`src/rtl/ir_pkg.sv`:
```
// ir_pkg: shared types and constants for the NEC infrared receiver.
//   - nec_state_e : decoder FSM states
//   - *_MIN/*_MAX : inclusive timing windows in microseconds
//   - CNT_W       : width of the saturating duration counter (ticks)
//   - us_to_ticks_lo/hi : convert a window bound in us to tick units,
//                         rounding inward so the window never widens
package ir_pkg;

    localparam int unsigned CNT_W = 15;

    localparam int unsigned LEAD_MARK_MIN  = 6750;
    localparam int unsigned LEAD_MARK_MAX  = 11250;
    localparam int unsigned LEAD_SPACE_MIN = 3375;
    localparam int unsigned LEAD_SPACE_MAX = 5625;
    localparam int unsigned REP_SPACE_MIN  = 1688;
    localparam int unsigned REP_SPACE_MAX  = 2812;
    localparam int unsigned BIT_MIN        = 281;
    localparam int unsigned BIT_MAX        = 844;
    localparam int unsigned ONE_MIN        = 1266;
    localparam int unsigned ONE_MAX        = 2109;
    localparam int unsigned TIMEOUT_US     = 12000;

    typedef enum logic [2:0] {
        StIdle,
        StLeadMark,
        StLeadSpace,
        StBitMark,
        StBitSpace,
        StStopMark,
        StRepMark
    } nec_state_e;

    function automatic int unsigned us_to_ticks_lo(int unsigned us, int unsigned tick_us);
        return (us + tick_us - 1) / tick_us;
    endfunction

    function automatic int unsigned us_to_ticks_hi(int unsigned us, int unsigned tick_us);
        return us / tick_us;
    endfunction

    function automatic logic in_win(logic [CNT_W-1:0] d, int unsigned lo, int unsigned hi);
        return (32'(d) >= lo) && (32'(d) <= hi);
    endfunction

endpackage

```
`src/rtl/ir_rx_filter.sv`:
```
// ir_rx_filter: front end for the raw IR receiver line.
//   Synchronises ir_rx_i (2 FFs), divides clk_i down to a tick of TICK_US
//   microseconds and only accepts a level change once the synchronised input
//   has differed from the filtered level for GLITCH_US worth of consecutive ticks.
// Ports:
//   clk_i, reset_ni : clock, asynchronous active-low reset
//   ir_rx_i         : raw receiver output (low = mark)
//   tick_o          : one-cycle pulse every TICK_US microseconds
//   level_o         : filtered level (1 = space), resets to 1
//   rise_o, fall_o  : one-cycle pulses coincident with a change of level_o
module ir_rx_filter #(
    parameter int unsigned CLK_HZ    = 74_250_000,
    parameter int unsigned GLITCH_US = 8,
    parameter int unsigned TICK_US   = 1
) (
    input  logic clk_i,
    input  logic reset_ni,
    input  logic ir_rx_i,
    output logic tick_o,
    output logic level_o,
    output logic rise_o,
    output logic fall_o
);

    // Rounded clk cycles per tick, never below one.
    localparam longint unsigned PreRaw =
        (64'(CLK_HZ) * 64'(TICK_US) + 64'd500_000) / 64'd1_000_000;
    localparam int unsigned Prescale = (PreRaw == 0) ? 1 : 32'(PreRaw);
    localparam int unsigned DivW     = (Prescale > 1) ? $clog2(Prescale) : 1;
    localparam int unsigned GlitchT  = (GLITCH_US / TICK_US > 0) ? GLITCH_US / TICK_US : 1;
    localparam int unsigned GlW      = $clog2(GlitchT + 1);

    logic            rx_meta_q, rx_sync_q;
    logic [DivW-1:0] div_q, div_d;
    logic [GlW-1:0]  glitch_q, glitch_d;
    logic            level_q, level_d;
    logic            rise_q, fall_q;
    logic            tick;

    assign tick = (div_q == DivW'(Prescale - 1));

    always_comb begin
        div_d    = tick ? '0 : div_q + 1'b1;
        level_d  = level_q;
        glitch_d = glitch_q;
        if (rx_sync_q == level_q) begin
            glitch_d = '0;
        end else if (tick) begin
            if (glitch_q == GlW'(GlitchT - 1)) begin
                level_d  = rx_sync_q;
                glitch_d = '0;
            end else begin
                glitch_d = glitch_q + 1'b1;
            end
        end
    end

    always_ff @(posedge clk_i or negedge reset_ni) begin
        if (!reset_ni) begin
            rx_meta_q <= 1'b1;
            rx_sync_q <= 1'b1;
            div_q     <= '0;
            glitch_q  <= '0;
            level_q   <= 1'b1;
            rise_q    <= 1'b0;
            fall_q    <= 1'b0;
        end else begin
            rx_meta_q <= ir_rx_i;
            rx_sync_q <= rx_meta_q;
            div_q     <= div_d;
            glitch_q  <= glitch_d;
            level_q   <= level_d;
            rise_q    <= level_d & ~level_q;
            fall_q    <= ~level_d & level_q;
        end
    end

    assign tick_o  = tick;
    assign level_o = level_q;
    assign rise_o  = rise_q;
    assign fall_o  = fall_q;

endmodule

```
`src/rtl/ir_nec_rx.sv`:
```
// ir_nec_rx: NEC infrared frame / repeat-code decoder with a one-entry
// valid/ready output buffer.
// Ports:
//   clk_i, reset_ni      : clock, asynchronous active-low reset
//   enable_i             : 1 = receiver active
//   ir_rx_i              : raw IR receiver output (low = mark)
//   ir_rx_disable_o      : registered ~enable_i, to the IR port
//   ir_tx_o              : IR LED drive, always 0
//   out_valid_o/ready_i  : event handshake
//   out_addr_o, out_cmd_o, out_repeat_o : decoded event
//   drop_o               : pulse, event lost because the buffer was full
//   err_o                : pulse, frame aborted
// TICK_US sets the timing granularity; 1 gives microsecond resolution.
module ir_nec_rx
    import ir_pkg::*;
#(
    parameter int unsigned CLK_HZ    = 74_250_000,
    parameter int unsigned GLITCH_US = 8,
    parameter int unsigned TICK_US   = 1
) (
    input  logic       clk_i,
    input  logic       reset_ni,
    input  logic       enable_i,
    input  logic       ir_rx_i,
    output logic       ir_rx_disable_o,
    output logic       ir_tx_o,
    output logic       out_valid_o,
    input  logic       out_ready_i,
    output logic [7:0] out_addr_o,
    output logic [7:0] out_cmd_o,
    output logic       out_repeat_o,
    output logic       drop_o,
    output logic       err_o
);

    localparam int unsigned LeadMarkLo  = us_to_ticks_lo(LEAD_MARK_MIN, TICK_US);
    localparam int unsigned LeadMarkHi  = us_to_ticks_hi(LEAD_MARK_MAX, TICK_US);
    localparam int unsigned LeadSpaceLo = us_to_ticks_lo(LEAD_SPACE_MIN, TICK_US);
    localparam int unsigned LeadSpaceHi = us_to_ticks_hi(LEAD_SPACE_MAX, TICK_US);
    localparam int unsigned RepSpaceLo  = us_to_ticks_lo(REP_SPACE_MIN, TICK_US);
    localparam int unsigned RepSpaceHi  = us_to_ticks_hi(REP_SPACE_MAX, TICK_US);
    localparam int unsigned BitLo       = us_to_ticks_lo(BIT_MIN, TICK_US);
    localparam int unsigned BitHi       = us_to_ticks_hi(BIT_MAX, TICK_US);
    localparam int unsigned OneLo       = us_to_ticks_lo(ONE_MIN, TICK_US);
    localparam int unsigned OneHi       = us_to_ticks_hi(ONE_MAX, TICK_US);
    localparam int unsigned TimeoutT    = us_to_ticks_hi(TIMEOUT_US, TICK_US);

    logic tick, level, rise, fall;

    ir_rx_filter #(
        .CLK_HZ    (CLK_HZ),
        .GLITCH_US (GLITCH_US),
        .TICK_US   (TICK_US)
    ) u_filter (
        .clk_i    (clk_i),
        .reset_ni (reset_ni),
        .ir_rx_i  (ir_rx_i),
        .tick_o   (tick),
        .level_o  (level),
        .rise_o   (rise),
        .fall_o   (fall)
    );

    nec_state_e       state_q;
    logic [CNT_W-1:0] dur_q;
    logic [31:0]      shift_q;
    logic [4:0]       bit_cnt_q;
    logic             have_last_q;
    logic [7:0]       last_addr_q, last_cmd_q;
    logic             out_valid_q, out_repeat_q, drop_q, err_q, rx_disable_q;
    logic [7:0]       out_addr_q, out_cmd_q;

    logic win_lead_mark, win_lead_space, win_rep_space, win_bit, win_one;
    logic checks_ok, full_ok, rep_ok, emit, timeout;
    logic [7:0] emit_addr, emit_cmd;

    always_comb begin
        win_lead_mark  = in_win(dur_q, LeadMarkLo, LeadMarkHi);
        win_lead_space = in_win(dur_q, LeadSpaceLo, LeadSpaceHi);
        win_rep_space  = in_win(dur_q, RepSpaceLo, RepSpaceHi);
        win_bit        = in_win(dur_q, BitLo, BitHi);
        win_one        = in_win(dur_q, OneLo, OneHi);
        // Byte layout after 32 LSB-first bits: {~cmd, cmd, ~addr, addr}.
        checks_ok = ((shift_q[7:0] ^ shift_q[15:8]) == 8'hFF) &&
                    ((shift_q[23:16] ^ shift_q[31:24]) == 8'hFF);
        full_ok   = enable_i && (state_q == StStopMark) && rise && win_bit && checks_ok;
        rep_ok    = enable_i && (state_q == StRepMark) && rise && win_bit && have_last_q;
        emit      = full_ok || rep_ok;
        emit_addr = full_ok ? shift_q[7:0]   : last_addr_q;
        emit_cmd  = full_ok ? shift_q[23:16] : last_cmd_q;
        // A space (level high) running too long anywhere inside a frame.
        timeout   = level && !rise && !fall && (state_q != StIdle) &&
                    (32'(dur_q) > TimeoutT);
    end

    always_ff @(posedge clk_i or negedge reset_ni) begin
        if (!reset_ni) begin
            state_q      <= StIdle;
            dur_q        <= '0;
            shift_q      <= '0;
            bit_cnt_q    <= '0;
            have_last_q  <= 1'b0;
            last_addr_q  <= '0;
            last_cmd_q   <= '0;
            out_valid_q  <= 1'b0;
            out_addr_q   <= '0;
            out_cmd_q    <= '0;
            out_repeat_q <= 1'b0;
            drop_q       <= 1'b0;
            err_q        <= 1'b0;
            rx_disable_q <= 1'b1;
        end else begin
            rx_disable_q <= ~enable_i;
            err_q        <= 1'b0;
            drop_q       <= 1'b0;

            if (out_valid_q && out_ready_i) begin
                out_valid_q <= 1'b0;
            end
            if (emit) begin
                if (!out_valid_q || out_ready_i) begin
                    out_valid_q  <= 1'b1;
                    out_addr_q   <= emit_addr;
                    out_cmd_q    <= emit_cmd;
                    out_repeat_q <= rep_ok;
                end else begin
                    drop_q <= 1'b1;
                end
            end
            if (full_ok) begin
                have_last_q <= 1'b1;
                last_addr_q <= shift_q[7:0];
                last_cmd_q  <= shift_q[23:16];
            end

            if (!enable_i) begin
                state_q   <= StIdle;
                dur_q     <= '0;
                shift_q   <= '0;
                bit_cnt_q <= '0;
            end else begin
                if (rise || fall) begin
                    dur_q <= '0;
                end else if (tick && (dur_q != '1)) begin
                    dur_q <= dur_q + 1'b1;
                end

                if (timeout) begin
                    err_q   <= 1'b1;
                    state_q <= StIdle;
                end else begin
                    unique case (state_q)
                        StIdle: begin
                            if (fall) state_q <= StLeadMark;
                        end
                        StLeadMark: begin
                            if (rise) begin
                                if (win_lead_mark) begin
                                    state_q <= StLeadSpace;
                                end else begin
                                    err_q   <= 1'b1;
                                    state_q <= StIdle;
                                end
                            end
                        end
                        StLeadSpace: begin
                            if (fall) begin
                                if (win_lead_space) begin
                                    state_q   <= StBitMark;
                                    bit_cnt_q <= '0;
                                    shift_q   <= '0;
                                end else if (win_rep_space) begin
                                    state_q <= StRepMark;
                                end else begin
                                    err_q   <= 1'b1;
                                    state_q <= StIdle;
                                end
                            end
                        end
                        StBitMark: begin
                            if (rise) begin
                                if (win_bit) begin
                                    state_q <= StBitSpace;
                                end else begin
                                    err_q   <= 1'b1;
                                    state_q <= StIdle;
                                end
                            end
                        end
                        StBitSpace: begin
                            if (fall) begin
                                if (win_bit || win_one) begin
                                    shift_q   <= {win_one, shift_q[31:1]};
                                    bit_cnt_q <= bit_cnt_q + 1'b1;
                                    state_q   <= (bit_cnt_q == 5'd31) ? StStopMark : StBitMark;
                                end else begin
                                    err_q   <= 1'b1;
                                    state_q <= StIdle;
                                end
                            end
                        end
                        StStopMark: begin
                            if (rise) begin
                                state_q <= StIdle;
                                if (!full_ok) err_q <= 1'b1;
                            end
                        end
                        StRepMark: begin
                            // A valid repeat without a stored frame is ignored quietly.
                            if (rise) begin
                                state_q <= StIdle;
                                if (!win_bit) err_q <= 1'b1;
                            end
                        end
                        default: state_q <= StIdle;
                    endcase
                end
            end
        end
    end

    assign ir_rx_disable_o = rx_disable_q;
    assign ir_tx_o         = 1'b0;
    assign out_valid_o     = out_valid_q;
    assign out_addr_o      = out_addr_q;
    assign out_cmd_o       = out_cmd_q;
    assign out_repeat_o    = out_repeat_q;
    assign drop_o          = drop_q;
    assign err_o           = err_q;

endmodule

```
`config.mk`:
```
export PLATFORM = sky130hd
export DESIGN_NAME = ir_nec_rx
export DESIGN_NICKNAME = d
export VERILOG_FILES = /design/src/rtl/ir_pkg.sv /design/src/rtl/ir_rx_filter.sv /design/src/rtl/ir_nec_rx.sv
export SDC_FILE = /design/constraint.sdc
export NUM_CORES = 1
export LEC_CHECK = 0
export ABC_AREA = 1
export CAP_MARGIN = 20
export CORE_UTILIZATION = 45
export DETAILED_ROUTE_END_ITERATION = 6
export GPL_TIMING_DRIVEN = 1
export SLEW_MARGIN = 20
export SYNTH_ARGS = -nofsm -noshare
export SYNTH_HDL_FRONTEND = slang
export SYNTH_HIERARCHICAL = 1
export SYNTH_SLANG_ARGS = --single-unit
```
`constraint.sdc`:
```
create_clock -name clk_i -period 4.82 [get_ports clk_i]
set_clock_uncertainty 0.15 [all_clocks]
set_input_delay 0.723 -clock clk_i [delete_from_list [all_inputs] [get_ports clk_i]]
set_output_delay 0.723 -clock clk_i [all_outputs]
set_load 0.02 [all_outputs]
```
==> impl_metrics.toml, run 1 <==
[layout]
most-common-layout-cells = "nand2_1 (290), nor2_1 (112), dfrtp_1 (105), inv_1 (84), nand3_1 (82)"
final_common_cell = "nand2_1"
areaGrowthSynthToFinish_pct = 10.7
diodes = 0
fin_area_um2 = 6970
nNetsFinal = 898
drive_above_1_share = 0.0910

[power_and_ir_drop]
peakVddDrop_mv = 0.198
p_total_mw = 1.82
p_seq_frac = 0.510
internal-power_mw = 1.41
p_leak_nw = 3.45
pwr-share-clk = 0.443
switchingPower_mw = 0.409
p_per_area_nw_per_um2 = 261
p_sw_frac = 0.224
pwr-share-comb = 0.047

[floorplanning]
start_util = 0.468
io_pins = 27
dieArea_um2 = 14500
die_h_um = 120
coreArea_um2 = 13500
std_cell_rows = 42
fp.dieW_um = 120

[drt]
drtIter0Drc = 308
first_pass_iters = 4
vias_per_cell = 5.21
wl_per_cell_um = 14.6
drc = 0
ant_nets = 0
vias = 5550
drt-total-wl_mm = 15.6

[clock_tree]
htree_levels = 3
cts-root-buf = "clkbuf_16"
cts_tree = "built"
clk_pin_slew_ns = 0.07
post_cts_buffers = 0
post_cts_resize_count = 0
cts_made_buffers = 9
cts.path.max_buffers = 2
clock_sinks = 109
worst_skew_pair.late_latency_ns = 0.36
cts_hold_buf = 0

[worst_hold_path]
worstHoldPathType = "in -> async"

[sta]
fin_setup_tns_ns = 0
drv_slew = 0
finalCritPeriodShare = 0.606
tightest_slew_ns = 0.579
hold_viol_final = 0
slew_headroom = 0.613
grt_setup_unrepaired = "no"
max_freq_mhz = 342
setup_viol = 0
fin_crit_ns = 2.92

[synthesis]
synthFlopType = "dfrtp_1"
synthCells = 872
synth-edff-count = 0
async_reset_ff_frac = 1.00
netlist_area_um2 = 6300
synth_seq_area_share = 0.434
ys_warn_count = 6
ys_seq_elements = 109
postSynthAreaPerCell_um2 = 7.22
synth.distinct_cells = 50
syn_nets = 885

[outcome]
status = "finished, final reports clean"

[worst_setup_path]
worst-path-max-fanout = 33
path_cells = "clkdlybuf4s50_1 > nand2_1 > a21oi_1 > nand4_1 > nor2_2 > nand2_8 > nand2_4 > nand2_4 > inv_4 > nand2_1 > nand2_1"
cp_slowest_cell = "clkdlybuf4s50_1"
critPathCaptureType = "flip-flop"
crit_buf_inv = 2
arrival_ns = 3.07
slowest_delay_ns = 0.72
start_kind = "primary input"
worst-setup-path-type = "in -> reg"
cp.required_ns = 4.97
critPathMostFrequentCell = "nand2_1"
cp_top_family = "simple AND/OR/NAND/NOR gates"

[global_route]
antenna_found_initial = 0
grt.total_usage = 0.237
first_global_vias = 5514
grt_max_degree = 76
grt_pass1_wl_mm = 26.9
grt_overflow = 0

[place]
place_hpwl_mm = 11.3
finalWeightedCongestion = 0.948
port_buffers = 25
place_area_um2 = 6620

[job]
max-cap-violations = 0
==> final timing paths <==
check	from	to	slack, ns	depth (start not counted)
min in group clk_i	u_filter/rx_meta_q	u_filter/rx_sync_q	0.21	0
worst max-delay path	enable_i	out_addr_o[2]	1.90	11
worst min-delay path	reset_ni	last_addr_q[0]	0.14	1
worst min register to register	u_filter/rx_meta_q	u_filter/rx_sync_q	0.21	0
max in group asynchronous	reset_ni	ir_rx_disable_o	3.57	2
worst max register to register	dur_q[10]	shift_q[28]	2.11	11
==> power groups by stage <==
| stage | combinational, mW | clock, mW | sequential [mW] |
|---|---|---|---|
| floorplan | 0.0508 | 0 | 0.946 |
| CTS | 0.0843 | 0.832 | 0.930 |
| global route | 0.0983 | 0.869 | 0.931 |
| finish | 0.0856 | 0.806 | 0.930 |
| detailed placement | 0.0839 | 0 | 0.948 |
| global placement | 0.0841 | 0 | 0.947 |
==> flip-flops by register name, summed over array words and instances (netlist names), 3 cells and up <==
register	flops
u_filter/glitch_q	4
dur_q	15
u_filter/div_q	7
last_addr_q	8
state_q	3
out_addr_o	8
last_cmd_q	8
out_cmd_o	8
bit_cnt_q	5
shift_q	32
==> metal layers <==
metal  track usage  up-vias  share of wire  wire, µm
met3        0.0396       36          0.033       515
met2         0.398      126           0.50      7710
li1              -     2773              -         -
met4         0.113        0          0.034       532
met5             0        -              0         0
met1         0.296     2615           0.44      6810
==> kinds of logic (layout without fill, tap and decap cells) <==
family / Yosys count / count (layout) / synth area share
simple gates: 554 / 554 / 0.388
buf+inv: 124 / 142 / 0.0868
flops: 109 / 109 / 0.434
compound gates: 69 / 69 / 0.0654
fa+ha+maj: 8 / 8 / 0.0159
xor+xnor: 7 / 7 / 0.00974
other cells: 1 / 1 / 0.000595
==> per-stage QoR <==
step / utilization / instances / setup slack (ns) / hold WS, ns
floorplan: - / 872 / 2.59 / 0.195
global route: 0.518 / 1066 / 1.71 / 0.153
finish: 0.518 / 1066 / 1.90 / 0.141
global placement: 0.492 / 1049 / 1.54 / 0.199
CTS: 0.516 / 1065 / 1.86 / 0.211
detailed placement: 0.492 / 1049 / 1.49 / 0.201
==> final cells by class <==
cell class,count,area [µm²]
tap,176,220
clock buffer,11,243
timing repair buffer,30,305
inverter,96,365
clock inverter,5,81.3
sequential,109,2730
multi-input combinational,639,3020
fill,1315,6480
==> cells in the mapped netlist, types with 8 or more instances <==
| cell type | instances | area [µm²] |
|---|---|---|
| a21oi_1 | 26 | 130 |
| inv_2 | 9 | 33.8 |
| nor2_1 | 112 | 420 |
| nand2_1 | 290 | 1090 |
| nor2_2 | 9 | 56.3 |
| inv_1 | 84 | 315 |
| o21ai_0 | 16 | 80.1 |
| o21ai_2 | 10 | 87.6 |
| nand3_1 | 82 | 410 |
| dfrtp_1 | 105 | 2630 |
| ha_1 | 8 | 100 |
| nor3_1 | 15 | 75.1 |
| buf_2 | 10 | 50.1 |
| nand4_1 | 16 | 100 |
(Power assumes the default switching activity.)
==> run 2: changes to the inputs <==
==> constraint.sdc (replaced) <==
create_clock -name clk_i -period 2.9 [get_ports clk_i]
set_clock_uncertainty 0.15 [all_clocks]
set_input_delay 0.435 -clock clk_i [delete_from_list [all_inputs] [get_ports clk_i]]
set_output_delay 0.435 -clock clk_i [all_outputs]
set_load 0.02 [all_outputs]
==> run 2 against run 1 <==
Sequential share of layout area shrank 0.094 points. First-iteration DRC count increased by 0.97%. Hold slack improved by 0.067 ns. Non-clock buffer count rose by 8. Flip-flop and latch count stayed put. Routed wire length increased by 0.46%. Via count about the same. Register-to-register slack lost 1.8 ns. Utilization is 0.15 points higher. Final cell count grew 0.66%. Highest routed layer unchanged.
==> impl_metrics.toml, run 2 (synthesis results as in run 1) <==
[place]
finalWeightedCongestion = 0.933
place_area_um2 = 6690
port_buffers = 25
place_hpwl_mm = 11.6

[clock_tree]
clk_pin_slew_ns = 0.07
cts-root-buf = "clkbuf_16"
clock_sinks = 109
worst_skew_pair.late_latency_ns = 0.36
post_cts_buffers = 0
cts_tree = "built"
cts_made_buffers = 9
htree_levels = 3
cts.path.max_buffers = 2

[drt]
drc = 0
drt-total-wl_mm = 15.6
first_pass_iters = 4
vias = 5552
drtIter0Drc = 311
vias_per_cell = 5.17
ant_nets = 0
wl_per_cell_um = 14.6

[floorplanning]
fp.dieW_um = 120
io_pins = 27
dieArea_um2 = 14500
std_cell_rows = 42
die_h_um = 120
start_util = 0.468
coreArea_um2 = 13500

[power_and_ir_drop]
p_leak_nw = 3.47
switchingPower_mw = 0.712
p_per_area_nw_per_um2 = 420
p_sw_frac = 0.243
p_seq_frac = 0.527
internal-power_mw = 2.22
pwr-share-comb = 0.049
peakVddDrop_mv = 0.249
pwr-share-clk = 0.423

[global_route]
grt_pass1_wl_mm = 26.3
grt_overflow = 0
grt.total_usage = 0.232
first_global_vias = 5295
antenna_found_initial = 0
grt_max_degree = 43

[job]
max-cap-violations = 0

[layout]
top_register = "shift_q"
biggestRegsByFlops = "shift_q x32, dur_q x15"
diodes = 0
areaGrowthSynthToFinish_pct = 11.0
largest_reg_flops = 32
fin_area_um2 = 6990
most-common-layout-cells = "nand2_1 (290), nor2_1 (112), dfrtp_1 (104), inv_1 (84), nand3_1 (82)"
drive_above_1_share = 0.0981
fillerInstances = 1355
nNetsFinal = 906
final_common_cell = "nand2_1"
utilization = 0.520

[worst_hold_path]
min_path_cells = 0
worstHoldPathType = "reg -> reg"
whs_endpoint = "u_filter/rx_sync_q"
min_from = "u_filter/rx_meta_q"

[worst_setup_path]
r2r_end = "shift_q[2]"
path_cells = "nand2_1 > nor2_1 > nand3_1 > nand2_1 > nand2_1 > nand3_1 > nand2_2 > a21oi_2 > nand4_4 > nand2_1 > nand2_1"
cp.required_ns = 2.99
worst-path-max-fanout = 37
reg2reg_depth = 11
worst-setup-path-type = "reg -> reg"
cp_top_family = "simple AND/OR/NAND/NOR gates"
arrival_ns = 2.71
crit_buf_inv = 0
critPathMostFrequentCell = "nand2_1"
timing.rr.start = "dur_q[2]"
r2r_setup_slack_ns = 0.28
start_kind = "flip-flop"
slowest_delay_ns = 0.50
cp_slowest_cell = "dfrtp_1"
critPathCaptureType = "flip-flop"

[sta]
finalCritPeriodShare = 0.902
fin_crit_ns = 2.62
hold_viol_final = 0
grt_setup_unrepaired = "no"
drv_slew = 0
max_freq_mhz = 382
slew_headroom = 0.595
setup_viol = 0
fin_setup_tns_ns = 0
tightest_slew_ns = 0.607

[outcome]
status = "finished, final reports clean"
-- run 2: final cells by class --
| type | instances | area, µm² | area share |
|---|---|---|---|
| Sequential cell | 109 | 2730 | 0.391 |
| Inverter | 96 | 365 | 0.0523 |
| Tap cell | 176 | 220 | 0.0315 |
| Timing Repair Buffer | 38 | 360 | 0.0516 |
| Clock inverter | 2 | 17.5 | 0.00251 |
| Multi-Input combinational cell | 639 | 3020 | 0.432 |
| Clock buffer | 13 | 270 | 0.0387 |
-- run 2: worst register-to-register path, cell delays in order, from the launching register on --
cell	delay, ns
dfrtp_1	0.50
nand2_1	0.14
nor2_1	0.28
nand3_1	0.12
nand2_1	0.10
nand2_1	0.06
nand3_1	0.13
nand2_2	0.09
a21oi_2	0.19
nand4_4	0.46
nand2_1	0.21
nand2_1	0.07
-- run 2: per-stage QoR --
step / hold slack (ns) / setup WS [ns] / total power [mW] / cells
2_1_floorplan: -0.0106 / 0.942 / 1.66 / 872
3_3_place_gp: 0.197 / 0.320 / 1.72 / 1057
3_5_place_dp: 0.199 / 0.297 / 1.72 / 1057
4_1_cts: 0.210 / 0.282 / 2.96 / 1073
5_1_grt: 0.215 / 0.0113 / 3.03 / 1073
6_report: 0.209 / 0.284 / 2.93 / 1073
-- run 2: power by group through the flow --
stage | Clock [mW] | Sequential, mW | Combinational [mW]
floorplan | 0 | 1.57 | 0.0844
global placement | 0 | 1.57 | 0.146
detailed placement | 0 | 1.58 | 0.144
CTS | 1.26 | 1.55 | 0.146
global route | 1.32 | 1.55 | 0.166
finish | 1.24 | 1.55 | 0.144
-- run 2: how the worst max path moves through the flow --
| stage | cells after the start | startpoint | slack (ns) | end |
|---|---|---|---|---|
| 6_report | 11 | dur_q[2] | 0.28 | shift_q[2] |
| 5_1_grt | 11 | dur_q[2] | 0.01 | shift_q[11] |
| 4_1_cts | 11 | dur_q[10] | 0.28 | shift_q[30] |
| 3_5_place_dp | 11 | dur_q[10] | 0.30 | shift_q[30] |
| 3_3_place_gp | 11 | dur_q[10] | 0.32 | shift_q[21] |
| 2_1_floorplan | 11 | dur_q[0] | 0.94 | shift_q[13] |
-- run 2: what timing repair did --
item / 4_1_cts / 5_1_grt
hold endpoints to repair: 39 / 0
hold buffers: 1 / 0
endpoints found under the setup margin: 0 / 6
resized for setup: 0 / 1
-- run 2: metal layers --
layer / global-route usage / up-vias / part of all wire
met5: 0 / - / 0
met4: 0.119 / 0 / 0.037
met3: 0.0269 / 37 / 0.029
met2: 0.390 / 130 / 0.49
met1: 0.295 / 2589 / 0.45
li1: - / 2796 / -
==> run 3: changes to the inputs <==
--- a/config.mk
+++ b/config.mk
@@ -5,7 +5,7 @@
 export SDC_FILE = /design/constraint.sdc
 export NUM_CORES = 1
 export LEC_CHECK = 0
-export ABC_AREA = 1
+export ABC_AREA = 0
 export CAP_MARGIN = 20
 export CORE_UTILIZATION = 45
 export DETAILED_ROUTE_END_ITERATION = 6
==> run 3 against run 2 <==
Final cell count decreased by 23%. Fmax decreased by 2.8%. Power decreased by 4.7%. Critical endpoint is now shift_q[18]. Worst setup slack got worse by 0.076 ns. Synthesized cell count decreased by 29%. Clock-buffer cell count decreased by 4. Flip-flop and latch count unchanged. Largest cell class unchanged. Final area decreased by 1.4%. Sequential power about the same. Critical path depth decreased by 4. Non-clock buffer count increased by 28.
==> impl_metrics.toml, run 3 <==
[global_route]
first_global_vias = 4428
grt_max_degree = 66
grt.total_usage = 0.219
antenna_found_initial = 0
grt_pass1_wl_mm = 22.9
grt_overflow = 0

[sta]
drv_slew = 0
setup_viol = 0
max_freq_mhz = 372
finalCritPeriodShare = 0.928
tightest_slew_ns = 0.632
fin_crit_ns = 2.69
grt_setup_unrepaired = "no"
hold_viol_final = 0
fin_setup_tns_ns = 0
slew_headroom = 0.573

[layout]
diodes = 0
final_common_cell = "dfrtp_1"
top_register = "shift_q"
fin_cells = 828
nNetsFinal = 664
drive_above_1_share = 0.149
fillerInstances = 1160
biggestRegsByFlops = "shift_q x32, dur_q x15"
areaGrowthSynthToFinish_pct = 15.8
fin_area_um2 = 6890
multiInputGateArea_um2 = 2980
largest_reg_flops = 32
register_area_um2 = 2730
utilization = 0.539
most-common-layout-cells = "dfrtp_1 (104), nor2_1 (71), nand2_1 (56), nor3_1 (43), nand3_1 (41)"

[drt]
drc = 0
vias_per_cell = 5.77
drt-total-wl_mm = 13.8
drtIter0Drc = 379
vias = 4775
first_pass_iters = 5
wl_per_cell_um = 16.7
ant_nets = 0

[worst_setup_path]
reg2reg_depth = 7
arrival_ns = 2.78
r2r_setup_slack_ns = 0.21
worst-path-max-fanout = 32
cp.required_ns = 2.99
r2r_end = "shift_q[18]"
timing.rr.start = "dur_q[1]"
worst-setup-path-type = "reg -> reg"
critPathCaptureType = "flip-flop"
start_kind = "flip-flop"

[clock_tree]
clock_sinks = 109
clk_pin_slew_ns = 0.07
cts.path.max_buffers = 2
htree_levels = 3
cts_tree = "built"
worst_skew_pair.late_latency_ns = 0.36
cts_made_buffers = 9
cts-root-buf = "clkbuf_16"

[floorplanning]
fp.dieW_um = 117
dieArea_um2 = 13700
coreArea_um2 = 12800
std_cell_rows = 41
start_util = 0.466
io_pins = 27
die_h_um = 117

[synthesis]
yosysTopAreaCellShare = 0.442
ys_warn_count = 6
synth_area_leaders = "dfrtp_1 (44%), nor2_1 (4.5%), nor3_1 (3.7%)"
synth_seq_area_share = 0.459
yosysTopAreaCell = "dfrtp_1"
synth.distinct_cells = 66
postSynthAreaPerCell_um2 = 9.58
syn_nets = 634
synth_top_cells_by_count = "dfrtp_1 (105), nor2_1 (72), nand2_1 (56)"
synth-edff-count = 0
ys_seq_elements = 109
async_reset_ff_frac = 1.00
synthCells = 621
synthFlopType = "dfrtp_1"
netlist_area_um2 = 5950
synth_most_common_cell = "dfrtp_1"

[worst_hold_path]
worstHoldPathType = "reg -> reg"
min_path_cells = 0
min_from = "u_filter/rx_meta_q"
whs_endpoint = "u_filter/rx_sync_q"

[place]
port_buffers = 25
dpl.cell_count = 811
finalWeightedCongestion = 0.925
place_area_um2 = 6580
place_hpwl_mm = 9.45

[power_and_ir_drop]
p_leak_nw = 2.92
p_per_area_nw_per_um2 = 406
peakVddDrop_mv = 0.324

[job]
max-cap-violations = 0

[outcome]
status = "finished, final reports clean"
[run 3: worst max path at each step]
stage / from / endpoint / cells past startpoint
after floorplan: dur_q[1] / shift_q[12] / 12
after global placement: dur_q[11] / shift_q[8] / 7
after detailed placement: dur_q[11] / shift_q[30] / 7
after CTS: dur_q[11] / shift_q[30] / 7
after global routing: dur_q[1] / out_addr_o[3] / 11
final: dur_q[1] / shift_q[18] / 7
[run 3: layout make-up]
type | count | area share
Multi-Input combinational cell | 456 | 0.433
Sequential cell | 109 | 0.397
Timing Repair Buffer | 66 | 0.0912
Clock buffer | 9 | 0.0327
Tap cell | 172 | 0.0312
Clock inverter | 7 | 0.00999
Inverter | 9 | 0.00490
[run 3: kinds of logic (layout without fill, tap and decap cells)]
group,after synthesis,in the layout,synth area share
mux,38,38,0.0677
flops,109,109,0.459
fa+ha+maj,8,8,0.0168
simple gates,272,272,0.234
compound gates,100,100,0.127
other cells,1,1,0.000630
xor+xnor,37,37,0.0545
buf+inv,56,91,0.0408
[run 3: timing repair]
| item | CTS | global route |
|---|---|---|
| hold endpoints to repair | 40 | 0 |
| setup endpoints to repair | 0 | 31 |
| resized for setup | 0 | 3 |
| setup buffers | 0 | 0 |
| hold buffers | 1 | 0 |
[run 3: critical path, stage by stage (launching register included)]
cell,delay (ns)
dfrtp_1,0.49
or4_1,0.56
or4_1,0.42
nor2_1,0.09
or3_1,0.17
nand2_2,0.14
buf_12,0.20
o41ai_1,0.36
[run 3: through the flow]
stage	hold slack (ns)	power, mW	worst slack (ns)
final	0.209	2.79	0.208
after detailed placement	0.197	1.62	0.167
after global routing	0.218	2.91	0.00276
after global placement	0.196	1.62	0.172
after floorplan	-0.0106	1.58	0.238
after CTS	0.208	2.84	0.160
[run 3: layer usage]
| metal | vias to the layer above | part of all wire | track usage |
|---|---|---|---|
| met3 | 16 | 0.051 | 0.0530 |
| met4 | 0 | 0.015 | 0.0667 |
| li1 | 2294 | - | - |
| met5 | - | 0 | 0 |
| met2 | 121 | 0.43 | 0.315 |
| met1 | 2344 | 0.50 | 0.324 |
[run 3: report_power, final]
| part | switching (mW) | internal, mW |
|---|---|---|
| clock network | 0.605 | 0.602 |
| registers | 0.00141 | 1.52 |
| logic | 0.0519 | 0.0121 |
| total | 0.658 | 2.14 |
